==> src/rtl/mem_addr_split_pkg.sv <==
// ---------------------------------------------------------------------------
// mem_addr_split_pkg : shared size/state encodings for the address splitter
// Revision: 1.0
// ---------------------------------------------------------------------------
`default_nettype none

package mem_addr_split_pkg;

  typedef enum logic [1:0] {
    SZ_B = 2'd0,
    SZ_W = 2'd1,
    SZ_L = 2'd2,
    SZ_Q = 2'd3
  } size_e;

  typedef enum logic [1:0] {
    ST_IDLE  = 2'd0,
    ST_WORD0 = 2'd1,
    ST_WORD1 = 2'd2
  } state_e;

  localparam int unsigned WORD_BYTES = 8;

  // Contiguous byte-enable pattern for an access of the given size at offset 0.
  function automatic logic [15:0] size_base_mask(input logic [1:0] size);
    logic [15:0] m;
    m = 16'h0000;
    case (size)
      SZ_B:    m = 16'h0001;
      SZ_W:    m = 16'h0003;
      SZ_L:    m = 16'h000F;
      SZ_Q:    m = 16'h00FF;
      default: m = 16'h0000;
    endcase
    return m;
  endfunction

endpackage

`default_nettype wire

==> src/rtl/mem_addr_split_mask.sv <==
// ---------------------------------------------------------------------------
// mem_addr_split_mask : size + byte offset -> 16-bit two-word mask, split flag
// Revision: 1.0
// ---------------------------------------------------------------------------
`default_nettype none

module mem_addr_split_mask
  import mem_addr_split_pkg::*;
(
  input  logic [1:0]  size,
  input  logic [2:0]  offset,
  output logic [15:0] mask,
  output logic        split
);

  always_comb begin
    mask  = size_base_mask(size) << offset;
    split = |mask[15:8];
  end

endmodule

`default_nettype wire

==> src/rtl/mem_addr_split.sv <==
// ---------------------------------------------------------------------------
// mem_addr_split : turns a sized byte access into one or two aligned 8-byte
//                  word requests with byte enables.  Revision: 1.0
// ---------------------------------------------------------------------------
`default_nettype none

module mem_addr_split
  import mem_addr_split_pkg::*;
(
  input  logic        clock,
  input  logic        reset,
  input  logic        reqValid,
  output logic        reqReady,
  input  logic [47:0] reqAddr,
  input  logic [7:0]  reqUIxt,
  input  logic        addrEnJq,
  output logic        memReqValid,
  input  logic        memReqReady,
  output logic [47:0] memReqAddr,
  output logic [7:0]  memReqMask,
  output logic        memReqLast,
  output logic [15:0] splitCount
);

  state_e      state_q, state_d;
  logic        req_ready_q, req_ready_d;
  logic        mem_valid_q, mem_valid_d;
  logic [47:0] mem_addr_q, mem_addr_d;
  logic [7:0]  mem_mask_q, mem_mask_d;
  logic        mem_last_q, mem_last_d;
  logic [7:0]  hi_mask_q, hi_mask_d;
  logic        split_q, split_d;
  logic        wide_q, wide_d;
  logic [15:0] split_cnt_q, split_cnt_d;

  logic [15:0] new_mask;
  logic        new_split;
  logic [47:0] next_word_addr;
  logic        unused_uixt;

  assign unused_uixt = ^{reqUIxt[7:6], reqUIxt[3:0]};

  mem_addr_split_mask u_mask (
    .size   (reqUIxt[5:4]),
    .offset (reqAddr[2:0]),
    .mask   (new_mask),
    .split  (new_split)
  );

  // In 32-bit mode the carry out of bit 31 is dropped and the top stays zero.
  always_comb begin
    if (wide_q) begin
      next_word_addr = mem_addr_q + 48'(WORD_BYTES);
    end else begin
      next_word_addr = {16'h0000, mem_addr_q[31:0] + 32'(WORD_BYTES)};
    end
  end

  always_comb begin
    state_d     = state_q;
    req_ready_d = req_ready_q;
    mem_valid_d = mem_valid_q;
    mem_addr_d  = mem_addr_q;
    mem_mask_d  = mem_mask_q;
    mem_last_d  = mem_last_q;
    hi_mask_d   = hi_mask_q;
    split_d     = split_q;
    wide_d      = wide_q;
    split_cnt_d = split_cnt_q;

    case (state_q)
      ST_IDLE: begin
        if (reqValid && req_ready_q) begin
          state_d     = ST_WORD0;
          req_ready_d = 1'b0;
          mem_valid_d = 1'b1;
          mem_addr_d  = addrEnJq ? {reqAddr[47:3], 3'b000}
                                 : {16'h0000, reqAddr[31:3], 3'b000};
          mem_mask_d  = new_mask[7:0];
          mem_last_d  = ~new_split;
          hi_mask_d   = new_mask[15:8];
          split_d     = new_split;
          wide_d      = addrEnJq;
        end else begin
          req_ready_d = 1'b1;
        end
      end

      ST_WORD0: begin
        if (memReqReady) begin
          if (split_q) begin
            state_d    = ST_WORD1;
            mem_addr_d = next_word_addr;
            mem_mask_d = hi_mask_q;
            mem_last_d = 1'b1;
            if (split_cnt_q != 16'hFFFF) begin
              split_cnt_d = split_cnt_q + 16'd1;
            end
          end else begin
            state_d     = ST_IDLE;
            req_ready_d = 1'b1;
            mem_valid_d = 1'b0;
            mem_addr_d  = '0;
            mem_mask_d  = '0;
            mem_last_d  = 1'b0;
          end
        end
      end

      ST_WORD1: begin
        if (memReqReady) begin
          state_d     = ST_IDLE;
          req_ready_d = 1'b1;
          mem_valid_d = 1'b0;
          mem_addr_d  = '0;
          mem_mask_d  = '0;
          mem_last_d  = 1'b0;
        end
      end

      default: begin
        state_d     = ST_IDLE;
        req_ready_d = 1'b0;
        mem_valid_d = 1'b0;
        mem_addr_d  = '0;
        mem_mask_d  = '0;
        mem_last_d  = 1'b0;
      end
    endcase
  end

  // reqReady resets low so it first rises on the edge after reset release.
  always_ff @(posedge clock or negedge reset) begin
    if (!reset) begin
      state_q     <= ST_IDLE;
      req_ready_q <= 1'b0;
      mem_valid_q <= 1'b0;
      mem_addr_q  <= '0;
      mem_mask_q  <= '0;
      mem_last_q  <= 1'b0;
      hi_mask_q   <= '0;
      split_q     <= 1'b0;
      wide_q      <= 1'b0;
      split_cnt_q <= '0;
    end else begin
      state_q     <= state_d;
      req_ready_q <= req_ready_d;
      mem_valid_q <= mem_valid_d;
      mem_addr_q  <= mem_addr_d;
      mem_mask_q  <= mem_mask_d;
      mem_last_q  <= mem_last_d;
      hi_mask_q   <= hi_mask_d;
      split_q     <= split_d;
      wide_q      <= wide_d;
      split_cnt_q <= split_cnt_d;
    end
  end

  assign reqReady    = req_ready_q;
  assign memReqValid = mem_valid_q;
  assign memReqAddr  = mem_addr_q;
  assign memReqMask  = mem_mask_q;
  assign memReqLast  = mem_last_q;
  assign splitCount  = split_cnt_q;

endmodule

`default_nettype wire

==> config.mk <==
export PLATFORM = sky130hd
export DESIGN_NAME = mem_addr_split
export DESIGN_NICKNAME = d
export VERILOG_FILES = /design/src/rtl/mem_addr_split_pkg.sv /design/src/rtl/mem_addr_split_mask.sv /design/src/rtl/mem_addr_split.sv
export SDC_FILE = /design/constraint.sdc
export NUM_CORES = 1
export LEC_CHECK = 0
export CORE_MARGIN = 1
export CORE_UTILIZATION = 53
export DETAILED_ROUTE_END_ITERATION = 8
export PLACE_DENSITY = 0.93
export SLEW_MARGIN = 10
export SYNTH_ARGS = -nofsm -noshare
export SYNTH_HDL_FRONTEND = slang
export SYNTH_HIERARCHICAL = 1
export SYNTH_SLANG_ARGS = --single-unit
==> constraint.sdc <==
create_clock -name clock -period 3.55 [get_ports clock]
set_clock_uncertainty 0.15 [all_clocks]
set_input_delay 0.355 -clock clock [delete_from_list [all_inputs] [get_ports clock]]
set_output_delay 0.355 -clock clock [all_outputs]
set_load 0.005 [all_outputs]
* Word level (Yosys, flattened, before mapping)
Cells that the tools add are included.
** Storage, ports and cells
- Register bits :: 87
- Input port bits :: 61
- Logic and storage cells :: 66
** Cells by class
- $add $sub $neg :: 3
- Eq/ne operators :: 10
- Shifts and indexed selects :: 1
- Mux-type cells :: 32
- Bitwise gates (word level) :: 1
- Reductions and logical operators :: 9
** Operators with widths (count)
- $mux 48 :: 6
- $pmux 48 s3 :: 1
- $pmux 16 s4 :: 1
- $add 48x4->48 const B :: 1
- $add 32x4->32 const B :: 1
- $mux 8 :: 4
- $pmux 8 s3 :: 1
- $add 16x1->16 const B :: 1
- $ne 16x16->1 const B :: 1
- $shl 16x3->16 :: 1
- $mux 1 :: 11
- $pmux 1 s3 :: 3
- $mux 2 :: 4
- $ne 2x2->1 const B :: 4
- $reduce_and 4->1 :: 2
- $reduce_or 8->1 :: 1
- $eq 2x2->1 const B :: 3
- $pmux 2 s3 :: 1
- $reduce_and 3->1 :: 2
- $eq 2x1->1 const B :: 2
- $logic_not 2->1 :: 2
- $reduce_and 2->1 :: 1
- $logic_and 1x1->1 :: 1
- $not 1->1 :: 1

* Longest topological paths before layout
Gate-level depths: netlist of the first run.
- Word-level depth :: 7
- Depth in mapped cells :: 10
- Depth with buffers taken out :: 8

* Hierarchy
Netlist of the first run, hierarchy kept.
** By module, submodules not included
- mem_addr_split :: instances 1, cells an instance 516, area an instance 4675.7 um^2, sequential area each 2102.0 um^2
- mem_addr_split_mask :: instances 1, cells an instance 51, area an instance 317.8 um^2, sequential area each 0.0 um^2

* Worst setup path before layout of the first run
No wires, ideal clock.
- Kind :: register -> register
- From :: register state_q[1]
- To :: register split_cnt_q[11] (netlist: splitCount[11])
- Setup time :: 0.079 ns
- Data arrival time :: 1.978 ns
- Required time :: 3.321 ns
- Slack :: 1.343 ns
- Cell stages (with the launch flop) :: 10
- Period minus slack after synthesis :: 2.207 ns
- Cell sequence :: dfrtp_1 inv_1 ha_1 buf_2 and2_0 nand2_1 a31oi_2 nand4_1 nor3_1 xor2_1
** Between the ends
- Word-level cells in the longest chain between the ends :: 2
** RTL lines
- from (decl) :: line mem_addr_split.sv:25 : state_e state_q, state_d;
- from (signal assigned) :: line mem_addr_split.sv:146 : state_q <= state_d;
- $eq 2x1->1 :: line mem_addr_split.sv:71 : case (state_q)
- $reduce_and 4->1 (no source line)
- to (signal assigned) :: line mem_addr_split.sv:155 : split_cnt_q <= split_cnt_d;
- to (decl) :: line mem_addr_split.sv:34 : logic [15:0] split_cnt_q, split_cnt_d;
Every way passes these cells.
A chain may end at the register's enable or synchronous reset.

* Worst setup path after layout of the first run
- From :: register state_q[0]
- To :: register mem_addr_q[26] (netlist: memReqAddr[26])
** Between the ends
- Word-level cells in the longest chain between the ends :: 3
- Elaborated cells between the ends (all ways) :: 8
- Classes of those cells :: 5 x eq/ne; 1 x mux; 2 x reduce/logical
** RTL lines
- $eq 2x1->1 (tied with other cells) :: line mem_addr_split.sv:71
- $ne 2x2->1 (no source line)
- $reduce_and 3->1 (no source line)
- to (signal assigned) :: line mem_addr_split.sv:149 : mem_addr_q <= mem_addr_d;
- to (decl) :: line mem_addr_split.sv:28 : logic [47:0] mem_addr_q, mem_addr_d;
Several ways; a longest one is shown, not always the timed one.

==> results of run 1 <==
==> final cells by class <==
cell class	count	area share [%]
clock buffers	9	1.92
inverters	15	0.875
well taps	111	2.16
flip-flops and latches	84	32.7
repair buffers	136	20.7
clock inverters	7	0.758
multi-input cells	430	40.9
==> worst reg2reg max path: cells and delay by family, from the launching register on <==
family                     cells  cell delay, ps
AOI/OAI and AO/OA              4             770
adders and majority gates      1             450
buffers and inverters          1             120
DFF                            1             420
and+or+nand+nor                2             880
==> layer usage <==
metal | routed length [um] | vias to the layer above
li1 | - | 2277
met1 | 5670 | 2406
met2 | 6680 | 221
met3 | 1030 | 34
met4 | 346 | 0
met5 | 0 | -
==> where the power goes <==
group	leakage, nW	switching (mW)	total, mW	internal (mW)
sequential	1.11	0.422	1.70	1.27
combinational	1.50	0.885	1.82	0.932
clock	0.0902	0.369	0.627	0.258
==> registers in the layout, indices dropped and copies added (netlist names) <==
register and count:
memReqAddr 45, splitCount 16, hi_mask_q 8, memReqMask 8, state_q 2, memReqLast 1, memReqValid 1, reqReady 1
split_q 1, wide_q 1
==> cells by family (layout without fill, tap and decap cells) <==
group | Yosys count | in the layout | synth area share [%]
AND/OR/NAND/NOR | 218 | 218 | 22.7
AO/OA/AOI/OAI | 168 | 168 | 21.6
flip-flops | 84 | 84 | 42.1
buffers and inverters | 55 | 167 | 5.36
XOR/XNOR | 20 | 20 | 3.51
multiplexers | 14 | 14 | 3.08
adder cells (fa/ha/maj) | 6 | 6 | 1.50
other | 2 | 4 | 0.150
==> final timing paths <==
check | slack [ps] | to
max | 720 | memReqAddr[26]$_DFFE_PN0P_
min | 20 | memReqAddr[16]$_DFFE_PN0P_
max in group asynchronous | 2550 | state_q[1]$_DFFE_PN0P_
max reg2reg | 720 | memReqAddr[26]$_DFFE_PN0P_
min in group clock | 350 | memReqMask[7]$_DFFE_PN0P_
min reg2reg | 350 | memReqMask[7]$_DFFE_PN0P_
==> stage by stage <==
step	worst slack [ps]	hold WS, ps	total power, mW
global route	427	124	4.42
detailed placement	782	331	3.50
CTS	764	76.3	4.13
floorplan	1340	-90.6	2.54
finish	718	23.8	4.14
global placement	811	324	3.40
==> layout by cell type (no fill, tap or decap), types with 4 or more instances in the layout <==
cell             instances
a31oi_1                  8
dfrtp_1                 84
o21ai_1                  6
nor3_1                  17
and3_1                  15
xnor2_1                 10
nand2_1                 66
and4_1                   7
inv_1                   15
clkbuf_8                 9
a22oi_1                 24
a32oi_1                  8
mux2_2                  11
buf_4                   11
conb_1                   4
o21ai_0                 53
nand4_1                  9
clkdlybuf4s50_1        125
ha_1                     6
nor4_1                   6
xor2_1                  10
o211ai_1                 6
a21oi_1                 28
nor2_1                  38
o22ai_1                  5
and2_1                   6
nand3_1                 34
==> flow_metrics.py, run 1 <==
metrics = {
    "outcome": {
        "outcome": "completed",
    },
    "floorplanning": {
        "start_util_pct": 54.3,
        "core-area_mm2": 0.00920,
        "fp.dieW_um": 99.1,
        "io-pin-count": 136,
        "die_area_mm2": 0.00981,
        "die_h_um": 99.1,
        "placementRows": 35,
    },
    "yosys": {
        "synth-seq-cells": 84,
        "netlist_area_mm2": 0.00499,
        "ys_seq_area_share_pct": 42.1,
        "synth_top_cell_area_share_pct": 42.1,
        "ys_top_cells_by_count": "dfrtp_1 (84), nand2_1 (66), o21ai_0 (53), nor2_1 (38), nand3_1 (34)",
        "synth_most_common_cell": "dfrtp_1",
        "synth_top_cell_by_area": "dfrtp_1",
        "synth_ff_type": "dfrtp_1",
        "yosys_warnings": 6,
        "postSynthAreaPerCell_um2": 8.81,
        "ys_types": 67,
        "syn_inst": 567,
        "synthTopCellsByArea": "dfrtp_1 (42%), o21ai_0 (5.3%), nand2_1 (5.0%), a22oi_1 (3.6%), nand3_1 (3.4%)",
        "async_reset_ff_share_pct": 100,
        "synth_edf_count": 0,
    },
    "clock_network": {
        "cts.sinks": 84,
        "cts_buffers": 9,
        "h-tree-depth": 3,
        "clk_transition_reported_paths_ps": 90,
        "hold_buffers": 0,
        "clk_path_buf_depth": 2,
        "tritoncts": "yes",
        "cts_resized": 0,
        "cts_root_buf": "clkbuf_8",
        "post_cts_buffers": 0,
        "clock_latency_ps": 360,
    },
    "drt": {
        "drt_iter0_markers": 389,
        "avgRoutedWirePerCell_um": 17.3,
        "drcViolationCount": 0,
        "via_per_inst": 6.23,
        "first_pass_iters": 5,
        "wirelength_um": 13700,
        "num_vias": 4938,
        "drtAntennaViolNets": 0,
    },
    "layout": {
        "stdcell_count": 792,
        "n_fill_cell": 703,
        "diodes": 0,
        "final_area_mm2": 0.00643,
        "seq_area_mm2": 0.00210,
        "layout.nets": 743,
        "post-route-util_pct": 70.0,
        "area_delta_synth_final_pct": 28.9,
        "multi_input_area_mm2": 0.00263,
        "drive_above_1_share_pct": 7.64,
    },
    "worst_setup_path": {
        "path_cells": "inv_1 -> ha_1 -> and3_1 -> a32oi_1 -> nand2b_1 -> a31oi_1 -> a2bb2oi_1 -> a21o_1",
        "worst-path-buf-inv": 1,
        "worstSetupPathType": "reg2reg",
        "arrival_ps": 2980,
        "crit_start": "state_q[0]$_DFFE_PN0P_",
        "cp.depth": 8,
        "reg2reg_from": "state_q[0]$_DFFE_PN0P_",
        "crit_required_ps": 3700,
        "ff2ff_path_depth": 8,
        "max_stage_delay_ps": 550,
        "crit_family": "simple AND/OR/NAND/NOR gates",
        "worstSetupStartpointType": "register",
        "crit_slowest_cell": "nand2b_1",
        "cp-end-kind": "register",
        "cp_max_fo": 22,
    },
    "grt": {
        "grt.busiest_layer": "met2",
        "grt_max_degree": 85,
        "antenna_found_initial": 0,
        "grtUsageTotal_pct": 28.4,
        "grt_overflow": 0,
        "use_met1_pct": 36.6,
        "met2_usage_pct": 47.6,
        "grt_pass1_wl_um": 22300,
        "grt_pass1_vias": 4673,
        "use_met3_pct": 4.47,
    },
    "sta": {
        "maxSlewViolCount": 0,
        "hold_violations": 0,
        "layout_min_cycle_time_ps": 2830,
        "setup_tns_ps": 0,
        "tightestPinTransition_ps": 1050,
        "setup_viol": 0,
        "min_period_over_period_pct": 79.8,
        "slew_headroom_pct": 30.2,
        "rsz0062_at_grt": "false",
        "max_freq_mhz": 353,
    },
    "placed_design": {
        "dp_hpwl_um": 9610,
        "place_area_mm2": 0.00626,
        "io_buffers": 126,
        "place.gp.congestion": 0.936,
        "dp_cells": 776,
    },
    "pwr": {
        "p_per_area_mw_per_mm2": 643,
        "power.leakage_nw": 2.70,
        "peakVddDrop_mv": 0.342,
    },
    "job": {
        "drv_cap": 0,
    },
    "worst_hold_path": {
        "hold_class": "in2async",
    },
}
Power figures use the tool's default switching activity.
==> run 2: changes to the inputs <==
--- a/config.mk
+++ b/config.mk
@@ -6,9 +6,9 @@
 export NUM_CORES = 1
 export LEC_CHECK = 0
 export CORE_MARGIN = 1
-export CORE_UTILIZATION = 53
+export CORE_UTILIZATION = 44
 export DETAILED_ROUTE_END_ITERATION = 8
-export PLACE_DENSITY = 0.93
+export PLACE_DENSITY = 0.83
 export SLEW_MARGIN = 10
 export SYNTH_ARGS = -nofsm -noshare
 export SYNTH_HDL_FRONTEND = slang
==> constraint.sdc (replaced) <==
create_clock -name clock -period 2.6 [get_ports clock]
set_clock_uncertainty 0.15 [all_clocks]
set_input_delay 0.26 -clock clock [delete_from_list [all_inputs] [get_ports clock]]
set_output_delay 0.26 -clock clock [all_outputs]
set_load 0.005 [all_outputs]
==> run 2 against run 1 <==
  * Core utilization fell by 8.2 points
  * Clock-buffer cell count increased by 5
  * Sequential share of layout area fell by 1.5 points
  * First-iteration DRC count down 17%
  * Cell count increased by 5.6%
  * Fmax up 21%
  * Total power rose by 49%
  * Die area rose by 20%
  * Worst setup slack lost 460 ps
  * Global-route usage decreased by 4.6 points
  * Sequential cell count stayed put
  * Cell area up 4.9%
  * Largest power group unchanged
==> flow_metrics.py, run 2 (synthesis gave the netlist of run 1 again) <==
metrics = {
    "outcome": {
        "outcome": "completed",
    },
    "layout": {
        "largest_reg_flops": 45,
        "post-route-util_pct": 61.7,
        "final_cell_mix": "clkdlybuf4s50_1 (125), dfrtp_1 (84), nand2_1 (66), o21ai_0 (53), nor2_1 (38)",
        "final_common_cell": "clkdlybuf4s50_1",
        "stdcell_count": 836,
        "diodes": 0,
        "area_delta_synth_final_pct": 35.2,
        "layout.nets": 759,
        "final_area_mm2": 0.00675,
        "drive_above_1_share_pct": 9.20,
    },
    "placed_design": {
        "place_area_mm2": 0.00644,
        "dp_cells": 820,
        "dp_hpwl_um": 9650,
        "place.gp.congestion": 0.864,
        "place_ws_ps": 249,
        "io_buffers": 126,
    },
    "sta": {
        "setup_viol": 0,
        "tightestPinTransition_ps": 741,
        "slew_headroom_pct": 50.6,
        "hold_ws_ps": 335,
        "min_period_over_period_pct": 90.0,
        "max_freq_mhz": 427,
        "setup_slack_ps": 260,
        "layout_min_cycle_time_ps": 2340,
        "maxSlewViolCount": 0,
        "hold_violations": 0,
        "rsz0062_at_grt": "false",
        "setup_tns_ps": 0,
    },
    "worst_setup_path": {
        "reg2reg_slack_ps": 260,
        "r2r_end": "memReqAddr[44]$_DFFE_PN0P_",
        "worstSetupEndpoint": "memReqAddr[44]$_DFFE_PN0P_",
        "crit_family": "compound AO/OA/AOI/OAI gates",
        "worstSetupPathType": "reg2reg",
        "max_stage_delay_ps": 390,
        "reg2reg_from": "state_q[0]$_DFFE_PN0P_",
        "worstSetupStartpointType": "register",
        "ff2ff_path_depth": 8,
        "crit_start": "state_q[0]$_DFFE_PN0P_",
        "arrival_ps": 2410,
        "crit_slowest_cell": "dfrtp_1",
        "cp.depth": 8,
        "crit_required_ps": 2670,
        "cp-end-kind": "register",
        "worst-path-buf-inv": 1,
        "cp_max_fo": 14,
        "path_cells": "inv_1 -> ha_1 -> and3_1 -> o2111a_1 -> nand2_2 -> a211oi_1 -> a41o_1 -> a221o_1",
    },
    "clock_network": {
        "clock_latency_ps": 340,
        "cts.sinks": 84,
        "clk_path_buf_depth": 2,
        "post_cts_buffers": 0,
        "cts_root_buf": "clkbuf_16",
        "clk_transition_reported_paths_ps": 60,
        "h-tree-depth": 3,
        "cts_buffers": 9,
        "tritoncts": "yes",
        "hold_buffers": 1,
        "cts_resized": 0,
    },
    "pwr": {
        "peakVddDrop_mv": 0.572,
        "p_per_area_mw_per_mm2": 912,
        "power.leakage_nw": 2.85,
        "finalPower_mw": 6.16,
    },
    "drt": {
        "via_per_inst": 5.95,
        "drcViolationCount": 0,
        "avgRoutedWirePerCell_um": 16.4,
        "drt_iter0_markers": 322,
        "wirelength_um": 13700,
        "num_vias": 4976,
        "first_pass_iters": 6,
        "drtAntennaViolNets": 0,
    },
    "floorplanning": {
        "fp.dieW_um": 109,
        "start_util_pct": 45.7,
        "core-area_mm2": 0.0109,
        "io-pin-count": 136,
        "placementRows": 38,
        "die_h_um": 109,
        "die_area_mm2": 0.0118,
    },
    "worst_hold_path": {
        "hold_class": "in2reg",
    },
    "job": {
        "drv_cap": 0,
    },
    "grt": {
        "grtUsageTotal_pct": 23.8,
        "grt_pass1_vias": 4580,
        "grt_overflow": 0,
        "antenna_found_initial": 0,
        "grt_pass1_wl_um": 22100,
        "grt_max_degree": 52,
    },
}
==> run 2: cell count changes in the layout (fill, tap and decap cells not counted), moves of 2 or more <==
cell	delta
clkbuf_8	-6
clkbuf_16	+9
clkinv_2	-3
inv_6	-3
buf_4	+13
buf_12	+2
clkbuf_1	+2
==> run 2: routing by layer <==
layer	vias to the layer above	track usage, %	share of wire (%)
met5	-	0	0
met2	223	38.8	48
met4	0	9.75	1.6
met1	2409	31.5	42
met3	19	3.92	8.1
li1	2325	-	-
==> run 2: final cells by class <==
type | count | area (um2)
multi-input combinational | 430 | 2630
fill | 918 | 4190
tap | 140 | 175
clock inverter | 1 | 30.0
clock buffer | 14 | 274
timing repair buffer | 152 | 1480
inverter | 15 | 56.3
sequential | 84 | 2100
==> run 2: tightest hold or removal path: stages <==
cell             delay, ps
clkdlybuf4s50_1        400
nand2_1                 50
o21ai_0                 60
==> run 2: worst min-delay path by stage <==
| stage | start | end | depth (start not counted) |
|---|---|---|---|
| global placement | reset | memReqAddr[35]$_DFFE_PN0P_ | 1 |
| floorplan | reset | hi_mask_q[0]$_DFFE_PN0P_ | 0 |
| finish | reqAddr[20] | memReqAddr[20]$_DFFE_PN0P_ | 3 |
| detailed placement | reset | memReqAddr[35]$_DFFE_PN0P_ | 1 |
| global route | reqAddr[34] | memReqAddr[34]$_DFFE_PN0P_ | 3 |
| CTS | reqAddr[20] | memReqAddr[20]$_DFFE_PN0P_ | 3 |
==> run 2: where the power goes <==
part / total, mW / internal (mW) / leakage, nW / switching (mW)
clock: 1.31 / 0.819 / 0.149 / 0.488
sequential: 2.30 / 1.75 / 1.11 / 0.555
combinational: 2.55 / 1.34 / 1.59 / 1.21
total: 6.16 / 3.90 / 2.85 / 2.26
